$ cat src/rtl/uart_rx_fifo.sv
// 8N1 UART receiver with a first-word-fall-through FIFO for the Controller command path.
// rx is synchronised, frames are mid-bit sampled, and good bytes are queued for popping.
module uart_rx_fifo #(
    parameter int CLK_FREQ     = 100000000,
    parameter int BIT_RATE     = 115200,
    parameter int PAYLOAD_BITS = 8,
    parameter int BUFFER_SIZE  = 8
) (
    input  logic                                   clk,
    input  logic                                   reset,
    input  logic                                   rx,
    input  logic                                   read,
    output logic [PAYLOAD_BITS-1:0]                read_data,
    output logic                                   empty,
    output logic                                   full,
    output logic [$clog2(BUFFER_SIZE+1)-1:0]       count,
    output logic                                   frame_error,
    output logic                                   overflow
);

    localparam int CPB   = CLK_FREQ / BIT_RATE;
    localparam int CNT_W = $clog2(CPB);
    localparam int IDX_W = (PAYLOAD_BITS > 1) ? $clog2(PAYLOAD_BITS) : 1;
    localparam int PTR_W = $clog2(BUFFER_SIZE);
    localparam int CW    = $clog2(BUFFER_SIZE + 1);

    localparam logic [CNT_W-1:0] CNT_LAST = CNT_W'(CPB - 1);
    localparam logic [CNT_W-1:0] CNT_HALF = CNT_W'(CPB / 2 - 1);
    localparam logic [IDX_W-1:0] IDX_LAST = IDX_W'(PAYLOAD_BITS - 1);
    localparam logic [CW-1:0]    CNT_FULL = CW'(BUFFER_SIZE);

    typedef enum logic [2:0] {
        S_IDLE,
        S_START,
        S_DATA,
        S_STOP,
        S_BREAK
    } state_t;

    logic                    sync1_q, sync2_q, rx_prev_q;
    logic                    rx_s;
    state_t                  state_q, state_d;
    logic [CNT_W-1:0]        cnt_q, cnt_d;
    logic [IDX_W-1:0]        idx_q, idx_d;
    logic [PAYLOAD_BITS-1:0] shift_q, shift_d;
    logic                    frame_error_q, frame_error_d;
    logic                    overflow_q, overflow_d;
    logic [PTR_W-1:0]        wr_ptr_q, wr_ptr_d, rd_ptr_q, rd_ptr_d;
    logic [CW-1:0]           count_q, count_d;
    logic [PAYLOAD_BITS-1:0] mem_q [BUFFER_SIZE];
    logic                    push, pop, wr_en;

    assign rx_s = sync2_q;

    always_comb begin
        state_d       = state_q;
        cnt_d         = cnt_q;
        idx_d         = idx_q;
        shift_d       = shift_q;
        push          = 1'b0;
        frame_error_d = 1'b0;
        case (state_q)
            S_IDLE: begin
                if (!rx_s && rx_prev_q) begin
                    state_d = S_START;
                    cnt_d   = '0;
                end
            end
            S_START: begin
                if (cnt_q == CNT_HALF) begin
                    if (rx_s) begin
                        state_d = S_IDLE;
                    end else begin
                        state_d = S_DATA;
                        cnt_d   = '0;
                        idx_d   = '0;
                    end
                end else begin
                    cnt_d = cnt_q + CNT_W'(1);
                end
            end
            S_DATA: begin
                if (cnt_q == CNT_LAST) begin
                    shift_d[idx_q] = rx_s;
                    cnt_d          = '0;
                    if (idx_q == IDX_LAST) begin
                        state_d = S_STOP;
                    end else begin
                        idx_d = idx_q + IDX_W'(1);
                    end
                end else begin
                    cnt_d = cnt_q + CNT_W'(1);
                end
            end
            S_STOP: begin
                if (cnt_q == CNT_LAST) begin
                    cnt_d = '0;
                    if (rx_s) begin
                        push    = 1'b1;
                        state_d = S_IDLE;
                    end else begin
                        frame_error_d = 1'b1;
                        state_d       = S_BREAK;
                    end
                end else begin
                    cnt_d = cnt_q + CNT_W'(1);
                end
            end
            // A held-low line must return high before a new start edge counts.
            S_BREAK: begin
                if (rx_s) begin
                    state_d = S_IDLE;
                end
            end
            default: state_d = S_IDLE;
        endcase
    end

    // A pop on the same edge frees the slot, so a push while full is still accepted.
    always_comb begin
        pop        = read && (count_q != '0);
        wr_en      = push && ((count_q != CNT_FULL) || pop);
        overflow_d = push && (count_q == CNT_FULL) && !pop;
        wr_ptr_d   = wr_en ? wr_ptr_q + PTR_W'(1) : wr_ptr_q;
        rd_ptr_d   = pop ? rd_ptr_q + PTR_W'(1) : rd_ptr_q;
        count_d    = count_q;
        if (wr_en && !pop) begin
            count_d = count_q + CW'(1);
        end else if (!wr_en && pop) begin
            count_d = count_q - CW'(1);
        end
    end

    always_ff @(posedge clk or negedge reset) begin
        if (!reset) begin
            sync1_q       <= 1'b1;
            sync2_q       <= 1'b1;
            rx_prev_q     <= 1'b1;
            state_q       <= S_IDLE;
            cnt_q         <= '0;
            idx_q         <= '0;
            shift_q       <= '0;
            frame_error_q <= 1'b0;
            overflow_q    <= 1'b0;
            wr_ptr_q      <= '0;
            rd_ptr_q      <= '0;
            count_q       <= '0;
        end else begin
            sync1_q       <= rx;
            sync2_q       <= sync1_q;
            rx_prev_q     <= sync2_q;
            state_q       <= state_d;
            cnt_q         <= cnt_d;
            idx_q         <= idx_d;
            shift_q       <= shift_d;
            frame_error_q <= frame_error_d;
            overflow_q    <= overflow_d;
            wr_ptr_q      <= wr_ptr_d;
            rd_ptr_q      <= rd_ptr_d;
            count_q       <= count_d;
        end
    end

    always_ff @(posedge clk) begin
        if (wr_en) begin
            mem_q[wr_ptr_q] <= shift_q;
        end
    end

    // Storage is not reset, so the head is forced to zero whenever nothing is queued.
    assign read_data   = (count_q == '0) ? '0 : mem_q[rd_ptr_q];
    assign empty       = (count_q == '0);
    assign full        = (count_q == CNT_FULL);
    assign count       = count_q;
    assign frame_error = frame_error_q;
    assign overflow    = overflow_q;

endmodule

$ cat config.mk
export PLATFORM = sky130hd
export DESIGN_NAME = uart_rx_fifo
export DESIGN_NICKNAME = d
export VERILOG_FILES = /design/src/rtl/uart_rx_fifo.sv
export SDC_FILE = /design/constraint.sdc
export NUM_CORES = 1
export LEC_CHECK = 0
export CAP_MARGIN = 20
export CORE_MARGIN = 10
export CORE_UTILIZATION = 58
export CTS_CLUSTER_DIAMETER = 100
export DETAILED_ROUTE_END_ITERATION = 8
export PLACE_DENSITY = 0.77
export SKIP_CTS_REPAIR_TIMING = 1
export SLEW_MARGIN = 20
export SYNTH_ARGS = -nofsm -noshare
export SYNTH_HDL_FRONTEND = slang
export SYNTH_SLANG_ARGS = --single-unit
$ cat constraint.sdc
create_clock -name clk -period 3.6 [get_ports clk]
set_input_delay 0.54 -clock clk [delete_from_list [all_inputs] [get_ports clk]]
set_output_delay 0.54 -clock clk [all_outputs]
set_load 0.02 [all_outputs]
# [Yosys cells after proc, flatten, opt, wreduce, memory -nomap -nowiden]
# Memories as Yosys holds them, arrays and structs flattened.
# Cells that the tools add are included.
[word_totals] mem_count=1 ram_bits=64 latch_bits=0 mem_bits_ro=0 wordCells=95 inputBits=4 reg_bits=39 out_inout_bits=16
[classes] eq_ne=18 n_reduce_logical=23 n_div=0 n_lt_le_gt_ge=2 n_shift=0 bitwise=0 n_mul=0 n_mux=33 add_sub_neg=6
[mem_list] memory="mem_q" words=8 word_bits=8 read_ports=1 rd_clocked_by_memory_dff=0 write_ports=1 line_no="50" rtl="logic [PAYLOAD_BITS-1:0] mem_q [BUFFER_SIZE];"
[ops] cell="$mux 10" n=4
[ops] cell="$mux 3" n=11
[ops] cell="$pmux 10 s3" n=1
[ops] cell="$ne 2x2->1 const B" n=8
[ops] cell="$pmux 3 s5" n=1
[ops] cell="$add 10x1->10 const B" n=1
[ops] cell="$eq 10x10->1 const B" n=1
[ops] cell="$eq 10x9->1 const B" n=1
[ops] cell="$add 3x1->3 const B" n=3
[ops] cell="$mux 1" n=9
[ops] cell="$bwmux 8" n=1
[ops] cell="$logic_and 1x1->1" n=8
[ops] cell="$mux 4" n=2
[ops] cell="$mux 8" n=1
[ops] cell="$eq 3x2->1 const B" n=2
[ops] cell="$eq 3x3->1 const B" n=2
[ops] cell="$pmux 3 s2" n=1
[ops] cell="$reduce_and 6->1" n=1
[ops] cell="$reduce_and 5->1" n=1
[ops] cell="$add 4x1->4 const B" n=1
[ops] cell="$eq 4x4->1 const B" n=1
[ops] cell="$logic_not 4->1" n=1
[ops] cell="$lt 3x4->1 const B" n=1
[ops] cell="$ne 4x4->1 const B" n=1
[ops] cell="15 further kinds" n=18

# [Longest topological paths before layout]
# Gate-level depths: netlist of run 1.
[logic_depth] word_depth=8 mapped_depth=12 mapped_depth_nobuf=12

# [Worst setup path after synthesis of run 1]
# Ideal clock, no wire load.
[synth_timing] path_kind="flip-flop to flip-flop" from="reg cnt_q[0]" to="reg count_q[3], in the netlist count[3]" setup_time_ps=132 required_ps=3468 stages_incl_launch_ff=13 arrival_ps=2501 path_buffers=0 period_less_slack_ps=2633 setup_slack_ps=967 path_cell_list="dfrtp_1 -> ha_1 -> and2_1 -> nand4_4 -> a211oi_4 -> ha_1 -> inv_1 -> ha_1 -> a21o_1 -> a21oi_1 -> xnor2_1 -> nor2_1 -> xor2_1"
[synth_between] elab_chain_len=7 elab_cells_between_ends=9 classes_between="1 x eq/ne; 3 x mux; 5 x reduce/logical"
[synth_lines] element="start: declaration" line_no="43" rtl="logic [CNT_W-1:0] cnt_q, cnt_d;"
[synth_lines] element="start signal: assignment" line_no="153" rtl="cnt_q <= cnt_d;"
[synth_lines] element="$eq 10x10->1 (*)" line_no="96" rtl="if (cnt_q == CNT_LAST) begin"
[synth_lines] element="$mux 1 (*)" line_no="96"
[synth_lines] element="$mux 1 (*)" line_no="62" rtl="case (state_q)"
[synth_lines] element="$logic_and 1x1->1 (*)" line_no="122" rtl="wr_en = push && ((count_q != CNT_FULL) || pop);"
[synth_lines] element="named net wr_en" line_no="51" rtl="logic push, pop, wr_en;"
[synth_lines] element="$logic_not 1->1" line_no="129" rtl="end else if (!wr_en && pop) begin"
[synth_lines] element="$logic_and 1x1->1" line_no="129"
[synth_lines] element="$reduce_bool 2->1 (no source line)"
[synth_lines] element="end signal: assignment" line_no="160" rtl="count_q <= count_d;"
[synth_lines] element="end: declaration" line_no="49" rtl="logic [CW-1:0] count_q, count_d;"
# The timed path passes the listed nets; every way through them passes the cells marked *.
# A chain may end at the register's enable or synchronous reset.

# [Final worst setup path of run 1]
[layout_timing] from="reg rd_ptr_q[0]" to="out read_data[3]"
[layout_between] elab_chain_len=2
[layout_lines] element="start: declaration" line_no="48" rtl="logic [PTR_W-1:0] wr_ptr_q, wr_ptr_d, rd_ptr_q, rd_ptr_d;"
[layout_lines] element="start signal: assignment" line_no="159" rtl="rd_ptr_q <= rd_ptr_d;"
[layout_lines] element="$mem_v2 8x8"
[layout_lines] element="$mux 8" line_no="171" rtl="assign read_data = (count_q == '0) ? '0 : mem_q[rd_ptr_q];"
[layout_lines] element="end: declaration" line_no="13" rtl="output logic [PAYLOAD_BITS-1:0] read_data,"
# Every way passes these cells.

==> metrics.md, run 1 <==
| Metric | Value |
|---|---|
| Initial antenna violation count | `0` |
| Gate Count Post-Synth | `between 200 and 300` |
| Netlist cell types | `50` |
| Rel. slew slack | `42.5%` |
| Critical Path Sink Type | `output pin` |
| Post-DP HPWL | `5270 µm` |
| I/O Buffers | `19` |
| Slew @ Worst Pin | `roughly 0.86 ns` |
| Starting density of the core | `roughly three fifths` |
| Pwr/cell area | `between 600 and 700 nW/µm²` |
| Worst-Skew Late Latency | `0.36 ns` |
| H-tree depth | `3` |
| Minimum clock period after layout | `3.02 ns` |
| Global route overflow | `0` |
| Clk pin slew, worst setup/hold paths | `0.10 ns` |
| Clk sinks | `slightly above 100` |
| Asr flop ratio synth | `between 30 and 40%` |
| Setup ws final | `about 0.58 ns` |
| Area leader, netlist | `edfxtp_1` |
| Largest net degree at the start of global routing | `40` |
| Post-Syn Area per Cell | `approximately 15 µm²` |
| Yosys warns | `0` |
| Placer Congestion | `just over 0.8` |
| Area Growth Syn to Fin | `11.5%` |
| Count leader, synth | `edfxtp_1` |
| Clock buffer depth | `2` |
| Die height | `~110 µm` |
| Std cell rows | `32` |
| Fin cells | `~430` |
| Max-cap violation count | `0` |
| Area contributors post-synth | `edfxtp_1 42%, dfrtp_1 20%, mux4_2 8.0%` |
| Max-slew violations | `0` |
| RSZ-0062 raised after global routing | `false` |
| Fmax | `0.332 GHz` |
| Fin. Hold Viols | `0` |
| Final setup viols | `0` |
| Worst vdd ir | `about 0.4 mV` |
| Global Route Usage Sum | `between 10 and 15%` |
| Top cells by count, synth | `64 x edfxtp_1, 36 x dfrtp_1, 22 x nor2_1` |
| TritonCTS clock tree | `yes` |
| CP arrival | `approximately 2.5 ns` |
| Critical path fanouts, max | `16` |
| Width of the die | `around 110 µm` |
| WL per Instance | `between 15 and 20 µm` |
| Area of the mapped netlist | `between 4000 and 5000 µm²` |
| Nets | `~330` |
| Number of synthesized flops with an enable pin | `between 60 and 70` |
| Req. time, crit path | `about 3 ns` |
| Setup TNS | `0 ns` |
| Period utilization | `83.8%` |
| Syn_nets | `slightly above 300` |
| Synth Register Bits | `about 100` |
| Vias | `approximately 2500` |
| Initial DRC count | `between 70 and 80` |
| Core area | `~7600 µm²` |
| Leakage | `about 1.9 nW` |
| DIE AREA | `between 10000 and 15000 µm²` |
| Post-route ant nets | `0` |
| Main flop type after synthesis | `edfxtp_1` |
| Vias in the first global route | `2492` |
| Clock root cell | `clkbuf_8` |
| Dpl ws | `~0.64 ns` |
| Boundary pin count | `20` |
| Layout cells sized above 1 | `19.4%` |
| Number of diodes | `0` |
| # DRC | `0` |
| Hold/Removal Path Class | `in -> async` |
| Cts bufs inserted | `9` |
| Worst setup SP type | `flop` |
| Dpl cells | `411` |
| Global-route wire length before repair | `between 10000 and 15000 µm` |
| DR vias/cell | `about 5.8` |
| Sequential area share after synthesis | `64.1%` |
| Router iterations before antenna repair | `4` |
| WS Path Type | `reg -> out` |
| Post-Route WL | `between 7000 and 8000 µm` |
| Top cell type's share of synthesized area | `a little over two fifths` |
| Final Skew | `~0.0086 ns` |
| Status | `finished clean` |
## sequential cells by signal, summed over array words and instances, names as in the netlist, 3 cells and up
register  flops
count         4
rd_ptr_q      3
cnt_q        10
idx_q         3
shift_q       8
mem_q        64
state_q       3
wr_ptr_q      3
## worst max-delay path, cell delays in order (launching register included)
cell             delay, ns
dfrtp_1               0.40
buf_4                 0.33
mux4_2                0.56
mux2i_1               0.19
nor2_1                0.07
clkdlybuf4s50_1       0.55
## layer usage
layer / routed length (µm) / GRT usage (%) / part of all wire [%] / up-vias
met5: 0 / 0 / 0 / -
li1: - / - / - / 1170
met3: 228 / 2.97 / 3.0 / 8
met2: 3830 / 22.9 / 51 / 42
met1: 3400 / 17.5 / 45 / 1274
met4: 73 / 4.24 / 0.97 / 0
## stage by stage
stage	hold slack [ns]	utilization, %	total power (W)	instance area, µm²
2_1_floorplan	0.244	-	0.00232	4530
5_1_grt	0.320	66.0	0.00360	5040
3_5_place_dp	0.349	63.3	0.00271	4840
6_report	0.285	66.0	0.00341	5040
4_1_cts	0.299	66.0	0.00345	5040
3_3_place_gp	0.348	63.3	0.00267	4840
## path summary, 6_finish.rpt
path / from / endpoint / slack (ns) / depth (start not counted)
max in group asynchronous: reset / count[0] / 2.77 / 1
worst max register to register: cnt_q[0] / count[3] / 0.70 / 12
worst max-delay path: rd_ptr_q[0] / read_data[3] / 0.58 / 5
worst min register to register: sync1_q / rx_s / 0.36 / 0
worst min-delay path: reset / cnt_q[5] / 0.28 / 1
min in group clk: sync1_q / rx_s / 0.36 / 0
## cell usage in the layout, fill, tap and decap left out, types with 3 or more instances in the layout
master / netlist / final
edfxtp_1: 64 / 64
nand2_1: 14 / 14
nand3_1: 8 / 8
o21ai_0: 8 / 8
nor2_1: 22 / 22
a31oi_1: 3 / 3
a21o_1: 7 / 7
buf_4: 0 / 5
nor3_1: 11 / 11
inv_1: 7 / 7
a21oi_1: 6 / 6
nand2b_1: 7 / 7
clkdlybuf4s50_1: 0 / 18
nor3b_1: 5 / 5
ha_1: 9 / 9
and3_1: 4 / 4
mux2i_1: 8 / 8
xnor2_1: 6 / 6
dfstp_2: 3 / 3
dfrtp_1: 36 / 36
inv_6: 0 / 4
mux4_2: 16 / 16
clkbuf_8: 0 / 9
mux2_2: 10 / 10
## cell families (layout without fill, tap and decap cells)
family	Yosys count	in the layout	synth area share [%]
flops	103	103	64.1
simple gates	86	86	11.1
compound gates	36	36	6.25
mux	35	35	12.5
buf+inv	16	47	1.58
fa+ha+maj	10	10	2.93
xor+xnor	8	8	1.55
## power by group
| group | switching, W | internal, W |
|---|---|---|
| sequential | 0.000176 | 0.00132 |
| clock | 0.000405 | 0.000336 |
| combinational | 0.000561 | 0.000610 |
| total | 0.00114 | 0.00227 |
## area by class of cell
| cell class | instances | area [µm²] |
|---|---|---|
| Multi-Input combinational cell | 175 | 1560 |
| Inverter | 7 | 26.3 |
| Tap cell | 102 | 128 |
| Clock inverter | 7 | 83.8 |
| Timing Repair Buffer | 24 | 223 |
| Sequential cell | 103 | 2900 |
| Fill cell | 540 | 2600 |
| Clock buffer | 9 | 124 |
Note: power is estimated with default switching activity, not from simulation.
==> run 2, diff against run 1 <==
--- a/config.mk
+++ b/config.mk
@@ -7,10 +7,10 @@
 export LEC_CHECK = 0
 export CAP_MARGIN = 20
 export CORE_MARGIN = 10
-export CORE_UTILIZATION = 58
+export CORE_UTILIZATION = 54
 export CTS_CLUSTER_DIAMETER = 100
 export DETAILED_ROUTE_END_ITERATION = 8
-export PLACE_DENSITY = 0.77
+export PLACE_DENSITY = 0.75
 export SKIP_CTS_REPAIR_TIMING = 1
 export SLEW_MARGIN = 20
 export SYNTH_ARGS = -nofsm -noshare
==> constraint.sdc (replaced) <==
create_clock -name clk -period 2.5 [get_ports clk]
set_input_delay 0.375 -clock clk [delete_from_list [all_inputs] [get_ports clk]]
set_output_delay 0.375 -clock clk [all_outputs]
set_load 0.02 [all_outputs]
==> metrics.md, run 2 (synthesis gave the netlist of run 1 again) <==
| Metric | Value |
|---|---|
| Status | `finished clean` |
| Max-cap violation count | `0` |
| Width of the die | `112 µm` |
| Hold/Removal Path Class | `in -> async` |
| Worst-Skew Late Latency | `between 0.3 and 0.4 ns` |
| Core area | `8180 µm²` |
| Period utilization | `between 90 and 100%` |
| Most frequent cells in the layout | `64 x edfxtp_1, 35 x buf_4, 34 x dfrtp_1` |
| Req. time, crit path | `2.78 ns` |
| Global Route Usage Sum | `between 10% and 20%` |
| Gate power share | `about two fifths` |
| Fin. Hold Viols | `0` |
| Minimum clock period after layout | `approximately 2.4 ns` |
| Pwr/cell area | `slightly above 900 nW/µm²` |
| GR Layer Usage met2 | `between 20% and 30%` |
| Boundary pin count | `20` |
| Router iterations before antenna repair | `4` |
| # DRC | `0` |
| NetSw | `approximately 0.0016 W` |
| I/O Buffers | `19` |
| Clk pin slew, worst setup/hold paths | `~0.090 ns` |
| Largest net degree at the start of global routing | `40` |
| Clock root cell | `clkbuf_8` |
| Cts bufs inserted | `9` |
| Area Growth Syn to Fin | `17.4%` |
| Commonest non-fill, non-tap cell in the layout | `edfxtp_1` |
| Die height | `between 100 and 150 µm` |
| Rel. slew slack | `about 42%` |
| Layout cells sized above 1 | `about 28%` |
| H-tree depth | `3` |
| Max-slew violations | `0` |
| Starting density of the core | `about 55%` |
| GR Util met3 | `between 2 and 2.5%` |
| GR met1 Demand/Resource | `16.3%` |
| Fmax | `0.410 GHz` |
| Clock power share | `18.1%` |
| Global-route wire length before repair | `approximately 13000 µm` |
| Dpl cells | `roughly 440` |
| Worst vdd ir | `~0.59 mV` |
| DIE AREA | `approximately 12000 µm²` |
| Final setup viols | `0` |
| Max reg flops | `64` |
| Final Util | `65.0%` |
| Post-Route WL | `around 8000 µm` |
| DR vias/cell | `approximately 5.7` |
| Nets | `approximately 370` |
| Initial antenna violation count | `0` |
| WL per Instance | `about 17 µm` |
| Placer Congestion | `between 0.7 and 0.8` |
| Clock buffer depth | `2` |
| WS Path Type | `reg -> reg` |
| Leakage | `2.15 nW` |
| Fin cells | `roughly 460` |
| Sequential Power Share | `between 40% and 50%` |
| TritonCTS clock tree | `yes` |
| Critical path fanouts, max | `3` |
| Std cell rows | `33` |
| Post-DP HPWL | `about 5600 µm` |
| Int Power | `0.00328 W` |
| Top reg by flops | `mem_q` |
| Initial DRC count | `between 150 and 200` |
| CP arrival | `roughly 2.7 ns` |
| Worst setup SP type | `flop` |
| Slew @ Worst Pin | `around 0.87 ns` |
| Vias | `2614` |
| RSZ-0062 raised after global routing | `true` |
| Global route overflow | `0` |
| Vias in the first global route | `around 2600` |
| Net Sw Frac | `around a third` |
| Critical Path Sink Type | `flop` |
| Post-route ant nets | `0` |
| GRT busiest layer | `met2` |
| Final Skew | `roughly 0.011 ns` |
| Clk sinks | `103` |
| Regs by FF count | `mem_q: 64 flops, cnt_q: 10 flops, shift_q: 8 flops` |
| Number of diodes | `0` |
run 2: changes by cell type in the layout (fill, tap and decap cells not counted), sizes merged:
| cell | before | now |
|---|---|---|
| clkbuf | 9 | 11 |
| clkinv | 0 | 3 |
| clkinvlp | 1 | 2 |
| bufinv | 1 | 0 |
| buf | 6 | 37 |
| clkdlybuf4s50 | 18 | 9 |
| inv | 12 | 7 |
| dlymetal6s2s | 0 | 9 |
run 2: per-layer routing:
metal  wire, µm  vias to the layer above
li1           -                     1232
met1       3450                     1335
met2       4140                       36
met3        289                       11
met4        108                        0
met5          0                        -
run 2: power by group through the flow:
stage                     Combinational [W]  Clock (W)  Sequential, W
after floorplan                     0.00127          0        0.00209
after global placement              0.00194          0        0.00207
after detailed placement            0.00198          0        0.00207
after CTS                           0.00199   0.000912        0.00204
after global routing                0.00216   0.000974        0.00207
final                               0.00197   0.000886        0.00205
run 2: stage by stage:
stage          hold slack (ns)  setup TNS [ns]  total power, W  setup slack (ns)  area (µm²)
2_1_floorplan           0.0794               0         0.00336            0.0152        4540
3_3_place_gp             0.346               0         0.00400            0.0503        5050
3_5_place_dp             0.352         -0.0410         0.00406           -0.0410        5050
4_1_cts                  0.146          -0.955         0.00494            -0.161        5220
5_1_grt                  0.180         -0.0623         0.00520           -0.0623        5310
6_report                 0.122               0         0.00491            0.0635        5310
run 2: path summary, 6_finish.rpt:
check / start / to / slack [ns] / depth (start not counted)
worst max-delay path: cnt_q[2] / count[3] / 0.06 / 11
worst min-delay path: reset / count[1] / 0.12 / 1
worst max register to register: cnt_q[2] / count[3] / 0.06 / 11
worst min register to register: sync1_q / rx_s / 0.36 / 0
max in group asynchronous: reset / count[0] / 1.79 / 1
min in group clk: sync1_q / rx_s / 0.36 / 0
run 2: layout make-up:
cell class	count	area [µm²]
inverter	7	26.3
multi-input combinational	175	1600
clock inverter	5	35.0
sequential	103	2900
tap	105	131
clock buffer	11	131
timing repair buffer	55	490
fill	579	2860
run 2: worst max-delay path, stage by stage, from the launching register on:
cell	delay, ns
dfrtp_1	0.39
and4bb_4	0.37
nand4_4	0.12
a211oi_4	0.26
ha_2	0.23
inv_2	0.06
ha_4	0.23
a21o_1	0.16
a21oi_2	0.14
xnor2_1	0.08
nor2_1	0.13
xor2_1	0.17
==> run 3, diff against run 2 <==
--- a/config.mk
+++ b/config.mk
@@ -5,7 +5,6 @@
 export SDC_FILE = /design/constraint.sdc
 export NUM_CORES = 1
 export LEC_CHECK = 0
-export CAP_MARGIN = 20
 export CORE_MARGIN = 10
 export CORE_UTILIZATION = 54
 export CTS_CLUSTER_DIAMETER = 100
==> results of run 3 <==
Final layout, timing and power as in run 2 (identical DEF).
